$ cat src/rtl/beta_pkg.sv
// beta_pkg: shared types and constants for the beta writeback path.
//   LD_*       RV32I load funct3 encodings understood by the load formatter
//   wb_src_e   which source won writeback arbitration this cycle
//   wb_req_t   a regfile write request (destination + data)
package beta_pkg;

   localparam int XLEN       = 32;
   localparam int REG_ADDR_W = 5;

   localparam logic [2:0] LD_B  = 3'b000;
   localparam logic [2:0] LD_H  = 3'b001;
   localparam logic [2:0] LD_W  = 3'b010;
   localparam logic [2:0] LD_BU = 3'b100;
   localparam logic [2:0] LD_HU = 3'b101;

   typedef enum logic [1:0] {
      WB_NONE = 2'd0,
      WB_ALU  = 2'd1,
      WB_LSU  = 2'd2
   } wb_src_e;

   typedef struct packed {
      logic [REG_ADDR_W-1:0] rd;
      logic [XLEN-1:0]       data;
   } wb_req_t;

endpackage

$ cat src/rtl/beta_writeback_stage_if.sv
// beta_writeback_stage_if: handshake and regfile-write bundle of the
// writeback stage.
//   alu_*  ALU result channel (valid/ready, rd, result)
//   lsu_*  load-return channel (valid/ready, rd, raw word, funct3, byte offset)
//   rf_*   registered regfile write port
// master: the producers / regfile side (drives ALU and LSU channels).
// slave : the writeback stage itself.
interface beta_writeback_stage_if #(
   parameter int DataWidth = 32
);
   logic                 alu_valid_i;
   logic                 alu_ready_o;
   logic [4:0]           alu_rd_addr_i;
   logic [DataWidth-1:0] alu_result_i;

   logic                 lsu_valid_i;
   logic                 lsu_ready_o;
   logic [4:0]           lsu_rd_addr_i;
   logic [DataWidth-1:0] lsu_rdata_i;
   logic [2:0]           lsu_funct3_i;
   logic [1:0]           lsu_byte_off_i;

   logic                 rf_wr_en_o;
   logic [4:0]           rf_rd_addr_o;
   logic [DataWidth-1:0] rf_rd_wdata_o;

   modport master (
      output alu_valid_i, alu_rd_addr_i, alu_result_i,
      output lsu_valid_i, lsu_rd_addr_i, lsu_rdata_i, lsu_funct3_i, lsu_byte_off_i,
      input  alu_ready_o, lsu_ready_o,
      input  rf_wr_en_o, rf_rd_addr_o, rf_rd_wdata_o
   );

   modport slave (
      input  alu_valid_i, alu_rd_addr_i, alu_result_i,
      input  lsu_valid_i, lsu_rd_addr_i, lsu_rdata_i, lsu_funct3_i, lsu_byte_off_i,
      output alu_ready_o, lsu_ready_o,
      output rf_wr_en_o, rf_rd_addr_o, rf_rd_wdata_o
   );
endinterface

$ cat src/rtl/beta_load_formatter.sv
// beta_load_formatter: purely combinational load-data formatter.
//   funct3_i    RV32I load type
//   byte_off_i  address[1:0] of the load
//   rdata_i     raw aligned memory word
//   data_o      extracted and sign/zero-extended value
//   err_o       illegal funct3 or misaligned halfword/word access
// Shared with the store-forward path, so it must stay free of state.
module beta_load_formatter
   import beta_pkg::*;
#(
   parameter int DataWidth = 32
) (
   input  logic [2:0]           funct3_i,
   input  logic [1:0]           byte_off_i,
   input  logic [DataWidth-1:0] rdata_i,
   output logic [DataWidth-1:0] data_o,
   output logic                 err_o
);

   logic [7:0]  byte_sel;
   logic [15:0] half_sel;

   always_comb begin
      byte_sel = rdata_i[7:0];
      case (byte_off_i)
         2'd0: byte_sel = rdata_i[7:0];
         2'd1: byte_sel = rdata_i[15:8];
         2'd2: byte_sel = rdata_i[23:16];
         2'd3: byte_sel = rdata_i[31:24];
         default: byte_sel = rdata_i[7:0];
      endcase
      // Halfword selection only looks at offset[1]; offset[0] is the
      // misalignment flag checked below.
      half_sel = byte_off_i[1] ? rdata_i[31:16] : rdata_i[15:0];
   end

   always_comb begin
      data_o = '0;
      err_o  = 1'b0;
      case (funct3_i)
         LD_B:  data_o = {{24{byte_sel[7]}}, byte_sel};
         LD_BU: data_o = {24'd0, byte_sel};
         LD_H: begin
            data_o = {{16{half_sel[15]}}, half_sel};
            err_o  = byte_off_i[0];
         end
         LD_HU: begin
            data_o = {16'd0, half_sel};
            err_o  = byte_off_i[0];
         end
         LD_W: begin
            data_o = rdata_i;
            err_o  = (byte_off_i != 2'd0);
         end
         default: err_o = 1'b1;
      endcase
   end

endmodule

$ cat src/rtl/beta_writeback_stage.sv
// beta_writeback_stage: writeback stage of the beta core.
//   clk_i, rst_i     clock, synchronous active-high reset
//   wb (slave)       ALU / LSU valid-ready channels and registered regfile port
//   ld_issue_i/rd_i  load issued by execute; marks its rd pending
//   busy_o           pending-load bitmap used by decode for RAW stalls
//   ld_err_o         one-cycle pulse for an illegal or misaligned load return
// LSU returns win by default; an ALU result denied StarveLimit cycles in a row
// is given priority for one accept.
module beta_writeback_stage
   import beta_pkg::*;
#(
   parameter int DataWidth   = 32,
   parameter int StarveLimit = 4
) (
   input  logic        clk_i,
   input  logic        rst_i,
   beta_writeback_stage_if.slave wb,
   input  logic        ld_issue_i,
   input  logic [4:0]  ld_issue_rd_i,
   output logic [31:0] busy_o,
   output logic        ld_err_o
);

   localparam logic [3:0] STARVE_MAX = 4'(StarveLimit);

   logic [3:0]  starve_q, starve_d;
   logic        forced;
   logic        alu_ready, lsu_ready;
   logic        alu_acc, lsu_acc;
   wb_src_e     src;
   wb_req_t     req;
   logic        accept;

   logic [DataWidth-1:0] fmt_data;
   logic                 fmt_err;
   logic                 load_err;

   logic                 wr_en_q;
   logic [4:0]           rd_q;
   logic [DataWidth-1:0] wdata_q;
   logic                 err_q;
   logic [31:0]          busy_q, busy_d;

   beta_load_formatter #(.DataWidth(DataWidth)) u_fmt (
      .funct3_i   (wb.lsu_funct3_i),
      .byte_off_i (wb.lsu_byte_off_i),
      .rdata_i    (wb.lsu_rdata_i),
      .data_o     (fmt_data),
      .err_o      (fmt_err)
   );

   // Arbitration. Ready never depends on the other side's ready, only on
   // valids and the starve counter, so there is no combinational loop.
   always_comb begin
      forced    = (starve_q == STARVE_MAX);
      alu_ready = 1'b0;
      lsu_ready = 1'b0;
      if (!rst_i) begin
         if (forced) begin
            alu_ready = 1'b1;
            lsu_ready = !wb.alu_valid_i;
         end else begin
            lsu_ready = 1'b1;
            alu_ready = !wb.lsu_valid_i;
         end
      end
   end

   assign alu_acc = wb.alu_valid_i && alu_ready;
   assign lsu_acc = wb.lsu_valid_i && lsu_ready;

   // The ready equations make the two accepts mutually exclusive.
   always_comb begin
      src = WB_NONE;
      if (lsu_acc)      src = WB_LSU;
      else if (alu_acc) src = WB_ALU;
   end

   always_comb begin
      req      = '0;
      load_err = 1'b0;
      case (src)
         WB_LSU: begin
            req.rd   = wb.lsu_rd_addr_i;
            req.data = fmt_data;
            load_err = fmt_err;
         end
         WB_ALU: begin
            req.rd   = wb.alu_rd_addr_i;
            req.data = wb.alu_result_i;
         end
         default: req = '0;
      endcase
   end

   assign accept = (src != WB_NONE);

   always_comb begin
      starve_d = starve_q;
      if (alu_acc)
         starve_d = '0;
      else if (wb.alu_valid_i && !alu_ready && (starve_q < STARVE_MAX))
         starve_d = starve_q + 4'd1;
   end

   // Clear first, then set, so a new issue to the returning rd stays pending.
   always_comb begin
      busy_d = busy_q;
      if (lsu_acc && (wb.lsu_rd_addr_i != 5'd0))
         busy_d[wb.lsu_rd_addr_i] = 1'b0;
      if (ld_issue_i && (ld_issue_rd_i != 5'd0))
         busy_d[ld_issue_rd_i] = 1'b1;
      busy_d[0] = 1'b0;
   end

   always_ff @(posedge clk_i) begin
      if (rst_i) begin
         wr_en_q  <= 1'b0;
         rd_q     <= '0;
         wdata_q  <= '0;
         err_q    <= 1'b0;
         starve_q <= '0;
         busy_q   <= '0;
      end else begin
         wr_en_q <= accept && (req.rd != 5'd0) && !load_err;
         // Faulting loads leave the last write's address/data in place.
         if (accept && !load_err) begin
            rd_q    <= req.rd;
            wdata_q <= req.data;
         end
         err_q    <= load_err;
         starve_q <= starve_d;
         busy_q   <= busy_d;
      end
   end

   assign wb.alu_ready_o   = alu_ready;
   assign wb.lsu_ready_o   = lsu_ready;
   assign wb.rf_wr_en_o    = wr_en_q;
   assign wb.rf_rd_addr_o  = rd_q;
   assign wb.rf_rd_wdata_o = wdata_q;
   assign busy_o           = busy_q;
   assign ld_err_o         = err_q;

endmodule

$ cat src/flat_wrapper.sv
// flat-port wrapper written by rule: the top's interface ports become plain ports
module beta_writeback_stage_flat import beta_pkg::*;
#(
   parameter int DataWidth   = 32,
   parameter int StarveLimit = 4
)
  (clk_i, rst_i, ld_issue_i, ld_issue_rd_i, busy_o, ld_err_o, wb_alu_valid_i, wb_alu_rd_addr_i, wb_alu_result_i, wb_lsu_valid_i, wb_lsu_rd_addr_i, wb_lsu_rdata_i, wb_lsu_funct3_i, wb_lsu_byte_off_i, wb_alu_ready_o, wb_lsu_ready_o, wb_rf_wr_en_o, wb_rf_rd_addr_o, wb_rf_rd_wdata_o);
  beta_writeback_stage_if #(.DataWidth(DataWidth)) wb_i ();
  input  logic clk_i;
  input  logic rst_i;
  input  logic ld_issue_i;
  input  logic [4:0] ld_issue_rd_i;
  output logic [31:0] busy_o;
  output logic ld_err_o;
  input wire logic [$bits(wb_i.alu_valid_i)-1:0] wb_alu_valid_i;
  input wire logic [$bits(wb_i.alu_rd_addr_i)-1:0] wb_alu_rd_addr_i;
  input wire logic [$bits(wb_i.alu_result_i)-1:0] wb_alu_result_i;
  input wire logic [$bits(wb_i.lsu_valid_i)-1:0] wb_lsu_valid_i;
  input wire logic [$bits(wb_i.lsu_rd_addr_i)-1:0] wb_lsu_rd_addr_i;
  input wire logic [$bits(wb_i.lsu_rdata_i)-1:0] wb_lsu_rdata_i;
  input wire logic [$bits(wb_i.lsu_funct3_i)-1:0] wb_lsu_funct3_i;
  input wire logic [$bits(wb_i.lsu_byte_off_i)-1:0] wb_lsu_byte_off_i;
  output wire logic [$bits(wb_i.alu_ready_o)-1:0] wb_alu_ready_o;
  output wire logic [$bits(wb_i.lsu_ready_o)-1:0] wb_lsu_ready_o;
  output wire logic [$bits(wb_i.rf_wr_en_o)-1:0] wb_rf_wr_en_o;
  output wire logic [$bits(wb_i.rf_rd_addr_o)-1:0] wb_rf_rd_addr_o;
  output wire logic [$bits(wb_i.rf_rd_wdata_o)-1:0] wb_rf_rd_wdata_o;
  assign wb_i.alu_valid_i = wb_alu_valid_i;
  assign wb_i.alu_rd_addr_i = wb_alu_rd_addr_i;
  assign wb_i.alu_result_i = wb_alu_result_i;
  assign wb_i.lsu_valid_i = wb_lsu_valid_i;
  assign wb_i.lsu_rd_addr_i = wb_lsu_rd_addr_i;
  assign wb_i.lsu_rdata_i = wb_lsu_rdata_i;
  assign wb_i.lsu_funct3_i = wb_lsu_funct3_i;
  assign wb_i.lsu_byte_off_i = wb_lsu_byte_off_i;
  assign wb_alu_ready_o = wb_i.alu_ready_o;
  assign wb_lsu_ready_o = wb_i.lsu_ready_o;
  assign wb_rf_wr_en_o = wb_i.rf_wr_en_o;
  assign wb_rf_rd_addr_o = wb_i.rf_rd_addr_o;
  assign wb_rf_rd_wdata_o = wb_i.rf_rd_wdata_o;
  beta_writeback_stage #(.DataWidth(DataWidth), .StarveLimit(StarveLimit)) u_core (.clk_i(clk_i), .rst_i(rst_i), .wb(wb_i), .ld_issue_i(ld_issue_i), .ld_issue_rd_i(ld_issue_rd_i), .busy_o(busy_o), .ld_err_o(ld_err_o));
endmodule
$ cat config.mk
export PLATFORM = sky130hd
export DESIGN_NAME = beta_writeback_stage_flat
export DESIGN_NICKNAME = d
export VERILOG_FILES = /design/src/rtl/beta_pkg.sv /design/src/rtl/beta_writeback_stage_if.sv /design/src/rtl/beta_load_formatter.sv /design/src/rtl/beta_writeback_stage.sv /design/src/flat_wrapper.sv
export SDC_FILE = /design/constraint.sdc
export NUM_CORES = 1
export LEC_CHECK = 0
export BUFFER_PORTS_ARGS = -buffer_cell sky130_fd_sc_hd__buf_4
export CAP_MARGIN = 20
export CORE_MARGIN = 3
export CORE_UTILIZATION = 49
export DETAILED_ROUTE_END_ITERATION = 16
export GPL_TIMING_DRIVEN = 0
export PLACE_DENSITY = 0.91
export REMOVE_ABC_BUFFERS = 1
export SYNTH_ARGS = -nofsm -noshare
export SYNTH_HDL_FRONTEND = slang
export SYNTH_SLANG_ARGS = --single-unit
$ cat constraint.sdc
create_clock -name clk_i -period 2 [get_ports clk_i]
set_input_delay 0 -clock clk_i [delete_from_list [all_inputs] [get_ports clk_i]]
set_output_delay 0 -clock clk_i [all_outputs]
set_load 0.01 [all_outputs]
After elaboration in Yosys (flattened, before gate mapping)
Cells that the tools add are included.
{"block": "word_totals", "reg_bits": 75, "inputBits": 89, "output_inout_bits": 73, "elab_cells": 69}
{"block": "op_classes", "n_addsub": 1, "magnitude_cmp": 5, "eq_ne": 10, "mux": 18, "bitwise": 3, "n_reduce_logical": 25}
{"operator": "32-bit case mux with 5 select lines", "n": 1}
{"operator": "37-bit case mux with 2 select lines", "n": 1}
{"operator": "32-bit two-way mux", "n": 2}
{"operator": "32-bit bitwise AND", "n": 1}
{"operator": "32-bit inverter", "n": 1}
{"operator": "32-bit bitwise OR", "n": 1}
{"operator": "8-bit case mux with 4 select lines", "n": 1}
{"operator": "16-bit two-way mux", "n": 1}
{"operator": "5-bit nonzero test", "n": 3}
{"operator": "5-bit by 6-bit less-than comparator with 1-bit output (second input constant)", "n": 2}
{"operator": "1-bit logical AND", "n": 11}
{"operator": "1-bit demux with 5-bit select", "n": 2}
{"operator": "5-bit by 1-bit >= comparator with 1-bit output (second input constant)", "n": 2}
{"operator": "1-bit two-way mux", "n": 8}
{"operator": "2-bit equality test (second input constant)", "n": 3}
{"operator": "3-bit equality test (second input constant)", "n": 2}
{"operator": "2-bit OR reduction", "n": 3}
{"operator": "4-bit by 1-bit adder with 4-bit output (second input constant)", "n": 1}
{"operator": "2-bit by 1-bit equality test with 1-bit output (second input constant)", "n": 2}
{"operator": "4-bit by 3-bit equality test with 1-bit output (second input constant)", "n": 1}
{"operator": "1-bit zero test", "n": 4}
{"operator": "4-bit by 3-bit less-than comparator with 1-bit output (second input constant)", "n": 1}
{"operator": "2-bit nonzero test", "n": 2}
{"operator": "3-bit by 1-bit equality test with 1-bit output (second input constant)", "n": 1}
{"operator": "5 further kinds", "n": 5}

Logic depth before layout (Yosys ltp)
Gate-level depths: netlist of run 1.
{"block": "depth", "word_depth": 11, "depth_mapped": 8, "depth_no_buf": 6}

Hierarchy
A second synthesis of run 1 with hierarchy kept.
{"block": "hier_totals", "hier_cells": 504, "area_unflattened_um2": 4231.6}
{"mod": "beta_writeback_stage", "instances": 1, "cells_each": 388, "area_per_inst_um2": 3429.5, "seq_area_each_um2": 1481.4}
{"mod": "beta_load_formatter", "instances": 1, "cells_each": 116, "area_per_inst_um2": 802.0, "seq_area_each_um2": 0.0}

Least setup slack after synthesis of run 1
OpenSTA, ideal clock, no wires.
{"block": "synth_timing", "path_type": "register to register", "startpoint": "register u_core.starve_q[0]", "endpoint": "register u_core.wdata_q[6] (netlist: u_core.wb.rf_rd_wdata_o[6])", "arrival_time_ps": 1668, "t_required_ps": 1940, "setup_slack_ps": 273, "stages_incl_launch_ff": 8, "n_path_buf": 1, "path_cell_list": "dfxtp_1 -> inv_1 -> ha_1 -> and4b_1 -> or3_4 -> a21oi_4 -> buf_6 -> a221o_1"}
{"block": "synth_via", "elab_chain_len": 10}
{"item": "start: declaration", "line": "beta_writeback_stage.sv:26", "text": "logic [3:0] starve_q, starve_d;"}
{"item": "start signal: assignment", "line": "beta_writeback_stage.sv:132", "text": "starve_q <= starve_d;"}
{"item": "4-bit by 3-bit equality test with 1-bit output (*)", "line": "beta_writeback_stage.sv:55", "text": "forced = (starve_q == STARVE_MAX);"}
{"item": "1-bit two-way mux", "line": "beta_writeback_stage.sv:59", "text": "if (forced) begin"}
{"item": "1-bit two-way mux", "line": "beta_writeback_stage.sv:58", "text": "if (!rst_i) begin"}
{"item": "1-bit logical AND", "line": "beta_writeback_stage.sv:69", "text": "assign alu_acc = wb.alu_valid_i && alu_ready;"}
{"item": "1-bit two-way mux", "line": "beta_writeback_stage.sv:76", "text": "else if (alu_acc) src = WB_ALU;"}
{"item": "2-bit two-way mux (*)", "line": "beta_writeback_stage.sv:75", "text": "if (lsu_acc) src = WB_LSU;"}
{"item": "2-bit equality test", "line": "beta_writeback_stage.sv:82", "text": "case (src)"}
{"item": "1-bit two-way mux", "line": "beta_writeback_stage.sv:82"}
{"item": "1-bit zero test", "line": "beta_writeback_stage.sv:127", "text": "if (accept && !load_err) begin"}
{"item": "1-bit logical AND", "line": "beta_writeback_stage.sv:127"}
{"item": "end signal: assignment", "line": "beta_writeback_stage.sv:129", "text": "wdata_q <= req.data;"}
{"item": "end: declaration", "line": "beta_writeback_stage.sv:40", "text": "logic [DataWidth-1:0] wdata_q;"}
Mark *: on every way between the ends. The rest lies on a longest branch, timed or not.
A chain may end at the register's enable or synchronous reset.

Worst setup path in the final report of run 1
Ends and elaborated chain as after synthesis.

==> results of run 1 <==
-- power groups by stage --
stage          Clock, uW  Sequential, uW  Combinational, uW
3_5_place_dp           0            1620                732
2_1_floorplan          0            1640                292
4_1_cts             1180            1590                835
3_3_place_gp           0            1610                689
6_report            1230            1600                956
5_1_grt             1270            1600                992
-- metal layers --
metal | track usage [%] | wire, um | up-vias
li1 | - | - | 2105
met1 | 40.6 | 6050 | 2422
met2 | 58.3 | 8570 | 581
met3 | 8.84 | 2260 | 184
met4 | 23.9 | 1640 | 0
met5 | 0 | 0 | -
-- kinds of logic (layout without fill, tap and decap cells) --
group           after synthesis  count (layout)  synth area share [%]
mux                          19              19                  5.64
buf+inv                      55             260                  7.54
flops                        74              74                  37.5
other cells                   1               2                0.0949
xor+xnor                      1               1                 0.222
simple gates                 93              93                  12.5
fa+ha+maj                     2               2                 0.633
compound gates              174             175                  35.9
-- timing repair --
item                                    in CTS  in global routing
hold endpoints to repair                    38                  0
gates cloned                                 0                  2
hold buffers                                53                  0
pin swaps                                    0                  6
endpoints found under the setup margin      22                 69
gates resized for setup                      5                 13
buffers inserted                             1                  8
-- per-stage QoR --
stage | total power (uW) | area, um^2 | hold WS, ns
after detailed placement | 2350 | 5120 | 0.218
after CTS | 3600 | 5880 | 0.000359
after global placement | 2300 | 5040 | 0.212
after global routing | 3860 | 6060 | 0.0247
final | 3780 | 6060 | -0.00484
after floorplan | 1940 | 3710 | 0.0441
-- Yosys cell counts, types with 2 or more instances --
library cell / count / area, um^2
inv_1: 15 / 56.3
buf_8: 2 / 30.0
a32oi_1: 2 / 17.5
nor2b_1: 5 / 31.3
a221o_1: 16 / 160
or2_2: 2 / 12.5
a21oi_1: 2 / 10.0
o211ai_1: 17 / 128
mux2_2: 5 / 56.3
dfxtp_1: 74 / 1480
o2bb2ai_1: 7 / 61.3
ha_1: 2 / 25.0
a22oi_1: 23 / 173
buf_4: 4 / 30.0
a311oi_2: 2 / 30.0
nand2_1: 26 / 97.6
nor2_1: 18 / 67.6
nand3b_1: 2 / 15.0
o32ai_1: 7 / 61.3
nor4_1: 8 / 50.1
clkbuf_1: 17 / 63.8
buf_1: 4 / 15.0
o21ai_0: 24 / 120
o22ai_1: 8 / 50.1
o311ai_0: 24 / 210
o41ai_1: 2 / 17.5
a2111oi_0: 7 / 61.3
o2111ai_1: 16 / 140
nand2b_1: 8 / 50.1
and3_1: 2 / 12.5
mux2_4: 2 / 30.0
nand3_1: 6 / 30.0
buf_2: 7 / 35.0
a211oi_1: 7 / 52.6
nor3_1: 3 / 15.0
buf_6: 6 / 67.6
mux2i_1: 10 / 100
-- state kept, by name, indices dropped and copies added (netlist names) --
register,count
u_core.ld_err_o,1
u_core.wb.rf_wr_en_o,1
u_core.busy_o,31
u_core.wb.rf_rd_wdata_o,32
u_core.starve_q,4
u_core.wb.rf_rd_addr_o,5
-- worst max-delay path: cells and delay by family (launching register included) --
family | cells | cell delay (ns)
AO/OA/AOI/OAI | 2 | 0.46
adder cells (fa/ha/maj) | 1 | 0.20
buffers and inverters | 3 | 0.34
flip-flops | 1 | 0.36
AND/OR/NAND/NOR | 2 | 0.54
-- layout make-up --
cell class	instances	area, um^2
multi-input cells	291	2240
repair buffers	229	1960
fillers	456	1700
flip-flops and latches	74	1490
clock buffers	10	128
well taps	102	128
clock inverters	6	66.3
inverters	15	56.3
diodes	1	2.50
-- path summary, 6_finish.rpt --
check,startpoint,endpoint,depth (start not counted)
worst max register to register,u_core.starve_q[0],u_core.wb.rf_rd_wdata_o[6],8
worst min-delay path,wb_lsu_rdata_i[17],u_core.wb.rf_rd_wdata_o[17],3
worst min register to register,u_core.busy_o[17],u_core.busy_o[17],2
worst max-delay path,u_core.starve_q[0],u_core.wb.rf_rd_wdata_o[6],8
==> impl_results.md, run 1 <==
- Failing checks: hold timing, setup timing
- Clk sinks: 74
- Core area: 0.00777 mm^2
- Slew @ Worst Pin: 0.944 ns
- Area Overhead vs Synth: 53.5%
- Clock Path Buffers: 2
- Setup Skew: 0.0267 ns
- Final ANT Viol Nets: 0
- Fin util: 78.1%
- Max Slew Vio Count: 0
- Initial Util: 50.9%
- Tightest Hold Check Type: input port to flip-flop
- Congestion Overflow GR: 0
- Critical path's largest stage delay: between 0.3 and 0.4 ns
- Sw Ratio: 31.7%
- Post-synth cell types: 64
- Crit path required time: 2.25 ns
- DRC viols: 0
- Die H: 95.8 um
- Worst-path clk slew: 0.09 ns
- Gate power share: approximately a quarter
- Commonest non-fill, non-tap cell in the layout: buf_4
- Initial DRC Count: 750
- Async S/R FF share, synth: 0%
- Worst-path cell chain: inv_1 > ha_2 > nand4b_1 > and2_4 > a21oi_4 > buf_12 > clkbuf_16 > a221o_1
- Synth warn: 0
- Max-slew headroom: 35.9%
- Router iterations before antenna repair: 6
- Total GRT Usage: 35.5%
- Clk pwr share: 32.5%
- Minimum clock period: 2.01 ns
- HPWL Detailed: 9.62 mm
- Clock Latency Late Sink: 0.38 ns
- Cell Count, Final, Fillers Out: ~730
- TritonCTS Buffers: 9
- Die Width: 95.8 um
- Mapped Avg Cell Area: between 9 and 10 um^2
- Flop pwr share: 42.2%
- Final #Nets: 711
- Vias per std cell: 7.27
- Maximum operating frequency: around 500 MHz
- Final hold slack: -0.00484 ns
- H-Tree Depth: 3
- Place WS: -0.119 ns
- Post-Route Setup TNS: -0.00757 ns
- # IOs: 162
- Crit share post-route: 100%
- CP max-delay cell: dfxtp_4
- Synth Cell Area: 0.00395 mm^2
- Vias post-DR: 5292
- Sequential fraction of the synthesis area: 37.5%
- Lkg Pwr: 0.00240 uW
- PD cells: 624 mW/mm^2
- Status: finished with violations
- TritonCTS clock tree: built
- Die ar.: ~0.009 mm^2
- Number of synthesized flops with an enable pin: 0
- Commonest non-fill, non-tap cells in the layout: buf_4 (168), dfxtp_1 (72), dlygate4sd3_1 (53), nand2_1 (25)
- Root Driver: clkbuf_8
- WS Path Type: flip-flop to flip-flop
- Max Cap Viol: 0
- Final worst slack: -0.00757 ns
- P_sw: roughly 1200 uW
- Initial antenna violation count: 1
- Final Hold Fails: 1
- Ys flop type: dfxtp_1
- First-pass GRT wire length: between 20 and 30 mm
- WP data arrival: 2.26 ns
- Endpoint type of the worst setup path: flip-flop
- Vias in the first global route: 4813
- Cell Int Power: 2580 uW
- CP max FO: 8
- Ratio of cells with drive above 1 in the final layout: between 30% and 40%
- DR WL/cell: 25.4 um
- Routability Congestion: slightly below 0.9
- Synth Register Bits: 74
- Peak supply drop: 0.450 mV
- Mapped Cells: 419
- Reg2reg setup slack: -0.008 ns
- Kind of launch point of the worst setup path: flip-flop
- Cells after DPL: 645
- # setup viols final: 1
- Pin count of the biggest net entering global routing: 44
- I/O Buffers: 160
- # rows: 32
- Routed WL: 18.5 mm
Power figures use the tool's default switching activity.
==> run 2, diff against run 1 <==
CELL_PAD_IN_SITES_DETAIL_PLACEMENT = 1   (was default)
CELL_PAD_IN_SITES_GLOBAL_PLACEMENT = 1   (was default)
CORE_UTILIZATION = 35   (was 49)
PLACE_DENSITY = 0.9   (was 0.91)
SYNTH_HIERARCHICAL = 1   (was default)
clock period = 2.1 ns   (was 2 ns; I/O delays follow)
==> run 2 against run 1 <==
Compared with the run above: the flow now finishes without violations; clock-buffer cell count shrank 1; total power increased by 4.6%; critical endpoint is now u_core/wb.rf_rd_wdata_o[21]; first-iteration DRC count fell by 53%; critical path type unchanged; synthesized cell count grew 20%.
==> impl_results.md, run 2 <==
- Status: complete, no violations
- Vias post-DR: 4859 (-8.2%)
- RSZ-0062 raised after global routing: no
- # rows: 39 (+22%)
- Synth Area in Adders: 0.591% (-0.042 points)
- H-Tree Depth: 3 (unchanged)
- Lkg Pwr: 0.00248 uW (+3.4%)
- First-pass GRT wire length: 27.1 mm (+7.9%)
- Clk sinks: 74 (unchanged)
- Endpoint type of the worst setup path: flip-flop
- DRC viols: 0 (unchanged)
- Max-slew headroom: 31.8% (-4.0 points)
- Initial antenna violation count: 0 (-1)
- Commonest non-fill, non-tap cells in the layout: buf_4 (166), dfxtp_1 (74), nor3_1 (40), nor2_1 (38), or2_2 (35)
- Die ar.: 0.0134 mm^2 (+47%)
- Top cells by area, synth: dfxtp_1 (35%), a221oi_1 (6.6%), or2_2 (5.2%)
- Max Slew Vio Count: 0 (unchanged)
- Kind of launch point of the worst setup path: flip-flop
- Top-count cell post-synth: dfxtp_1
- Sequential fraction of the synthesis area: 35.0% (-2.5 points)
- Post-synth cell types: 54 (-16%)
- Setup Skew: 0.00904 ns (-0.0177 ns)
- Final #Nets: 748 (+5.2%)
- TritonCTS Buffers: 9 (unchanged)
- Mapped Avg Cell Area: 8.40 um^2 (-11%)
- Total GRT Usage: 25.9% (-9.6 points)
- TritonCTS clock tree: built
- HPWL Detailed: 12.2 mm (+27%)
- WS Path Type: flip-flop to flip-flop
- Area fraction of the dominant cell type after synthesis: 35.0% (-2.5 points)
- # setup viols final: 0 (-1)
- Die H: 116 um (+21%)
- Flip-flop count of the largest register after layout: 32 (unchanged)
- Routed WL: 17.3 mm (-6.8%)
- PD cells: 654 mW/mm^2 (+4.8%)
- Vias in the first global route: 5145 (+6.9%)
- Root Driver: clkbuf_16
- Diodes inserted: 0 (-1)
- Synth Area in XOR/XNOR: 0.207% (-0.015 points)
- Fin util: 52.1% (-26 points)
- Die Width: 116 um (+21%)
- Clock Path Buffers: 2 (unchanged)
- Synth warn: 6 (+6)
- Area Overhead vs Synth: 43.1%
- Congestion Overflow GR: 0 (unchanged)
- Tightest Hold Check Type: input port to flip-flop
- Commonest non-fill, non-tap cell in the layout: buf_4
- Async S/R FF share, synth: 0% (unchanged)
- Initial DRC Count: 349 (-53%)
- Ys flop type: dfxtp_1
- Clock Latency Late Sink: 0.35 ns (-0.03 ns)
- Pin count of the biggest net entering global routing: 57 (+30%)
- Most frequent cells after synthesis: dfxtp_1 (74), nor3_1 (40), nor2_1 (39)
- Reg area: 0.00148 mm^2 (-0.34%)
- Compound-Gate Fraction of Synth Area: 25.3% (-11 points)
- Number of synthesized flops with an enable pin: 0 (unchanged)
- Largest family of logic cells by synthesized area: simple AND/OR/NAND/NOR gates
- Worst-path clk slew: 0.07 ns (-0.02 ns)
- Synth Register Bits: 74 (unchanged)
- Synth Cell Area: 0.00423 mm^2 (+7.1%)
- Routability Congestion: 0.886 (-0.97%)
- Mapped Cells: 504 (+20%)
- Initial Util: 36.4% (-14 points)
- CP max FO: 19 (+11)
- Max Cap Viol: 0 (unchanged)
- Number of fill cells: 1369 (+200%)
- WP data arrival: 2.18 ns (-0.08 ns)
- Final Hold Fails: 0 (-1)
- Proportion of synthesized area in mux cells: 6.24% (+0.60 points)
- Final ANT Viol Nets: 0 (unchanged)
- Ratio of cells with drive above 1 in the final layout: 38.2% (+2.5 points)
- # IOs: 162 (unchanged)
- I/O Buffers: 160 (unchanged)
- Core area: 0.0116 mm^2 (+50%)
- Multi-input gate area: 0.00252 mm^2 (+13%)
- Largest area contributor in the netlist: dfxtp_1
- Peak supply drop: 0.385 mV (-14%)
- Slew @ Worst Pin: 1.02 ns (+0.0743 ns)
- Simple-gate area share of the yosys netlist: 26.2% (+14 points)
- Router iterations before antenna repair: 5 (-1)
- Placed cell areas: 0.00551 mm^2 (+7.6%)
- Design Area, Final: 0.00605 mm^2 (-0.17%)
- Vias per std cell: 6.04 (-17%)
- Post-Route Setup TNS: 0 ns (+0.00757 ns)
- Minimum clock period: 1.99 ns (-0.0167 ns)
- Crit share post-route: 94.8% (-5.6 points)
- DR WL/cell: 21.5 um (-16%)
- Maximum operating frequency: 502 MHz (+0.84%)
- Crit path required time: 2.29 ns (+0.04 ns)
run 2: cell count changes after synthesis, sizes merged, moves of 16 or more:
cell     before  now
a221o        16    0
a221oi        1   32
nor2         18   39
nor3          3   40
o2111ai      16    0
o311ai       24    4
or2           2   35
run 2: critical path: stages, from the launching register on:
cell and delay [ns]:
dfxtp_1 0.33, inv_1 0.07, ha_1 0.27, and4b_1 0.28, or3_4 0.43, buf_16 0.18, nor2_1 0.18, nor3_1 0.10
run 2: logic make-up (layout without fill, tap and decap cells):
family,Yosys count,count (layout)
simple gates,204,204
buf+inv,57,215
xor+xnor,1,1
fa+ha+maj,2,2
compound gates,141,141
other cells,1,1
flops,74,74
mux,24,24
run 2: worst paths after layout:
path	startpoint	endpoint	slack, ns	cells past startpoint
max	u_core/starve_q[0]	u_core/wb.rf_rd_wdata_o[21]	0.11	7
min	wb_alu_result_i[4]	u_core/wb.rf_rd_wdata_o[4]	0.001	3
max reg2reg	u_core/starve_q[0]	u_core/wb.rf_rd_wdata_o[21]	0.11	7
min reg2reg	u_core/wb.rf_rd_addr_o[4]	u_core/wb.rf_rd_addr_o[4]	0.46	2
run 2: area by class of cell:
class,count,share of cell area [%]
clock inverter,7,1.01
multi-input combinational,373,41.6
clock buffer,9,3.72
tap,143,2.96
inverter,10,0.661
timing repair buffer,189,25.6
sequential,74,24.5
run 2: through the flow:
stage	setup WS, ns	power [uW]	hold slack, ns	instances
final	0.109	3960	0.000976	805
after detailed placement	-0.978	2420	0.306	765
after floorplan	-0.170	1940	0.0441	457
after CTS	0.0309	3960	0.000209	799
after global placement	-1.44	2350	0.290	760
after global routing	0.0281	4140	0.0180	805
run 2: routing by layer:
layer	GRT usage [%]	vias up	share of wire, %
li1	-	2209	-
met1	29.0	2354	37
met2	45.5	238	51
met3	8.04	58	8.2
met4	10.5	0	3.6
met5	0	-	0
run 2: power by group:
part	switching (uW)	internal [uW]	total, uW
Combinational	490	442	932
Clock	687	821	1510
Sequential	42.7	1480	1520
Total	1220	2740	3960
run 2: what timing repair did:
action                     CTS  global route
resized for setup            5             4
setup buffers                0             6
pin swaps                    0             3
hold endpoints to repair    18             0
setup endpoints to repair   37            19
hold buffers                18             0
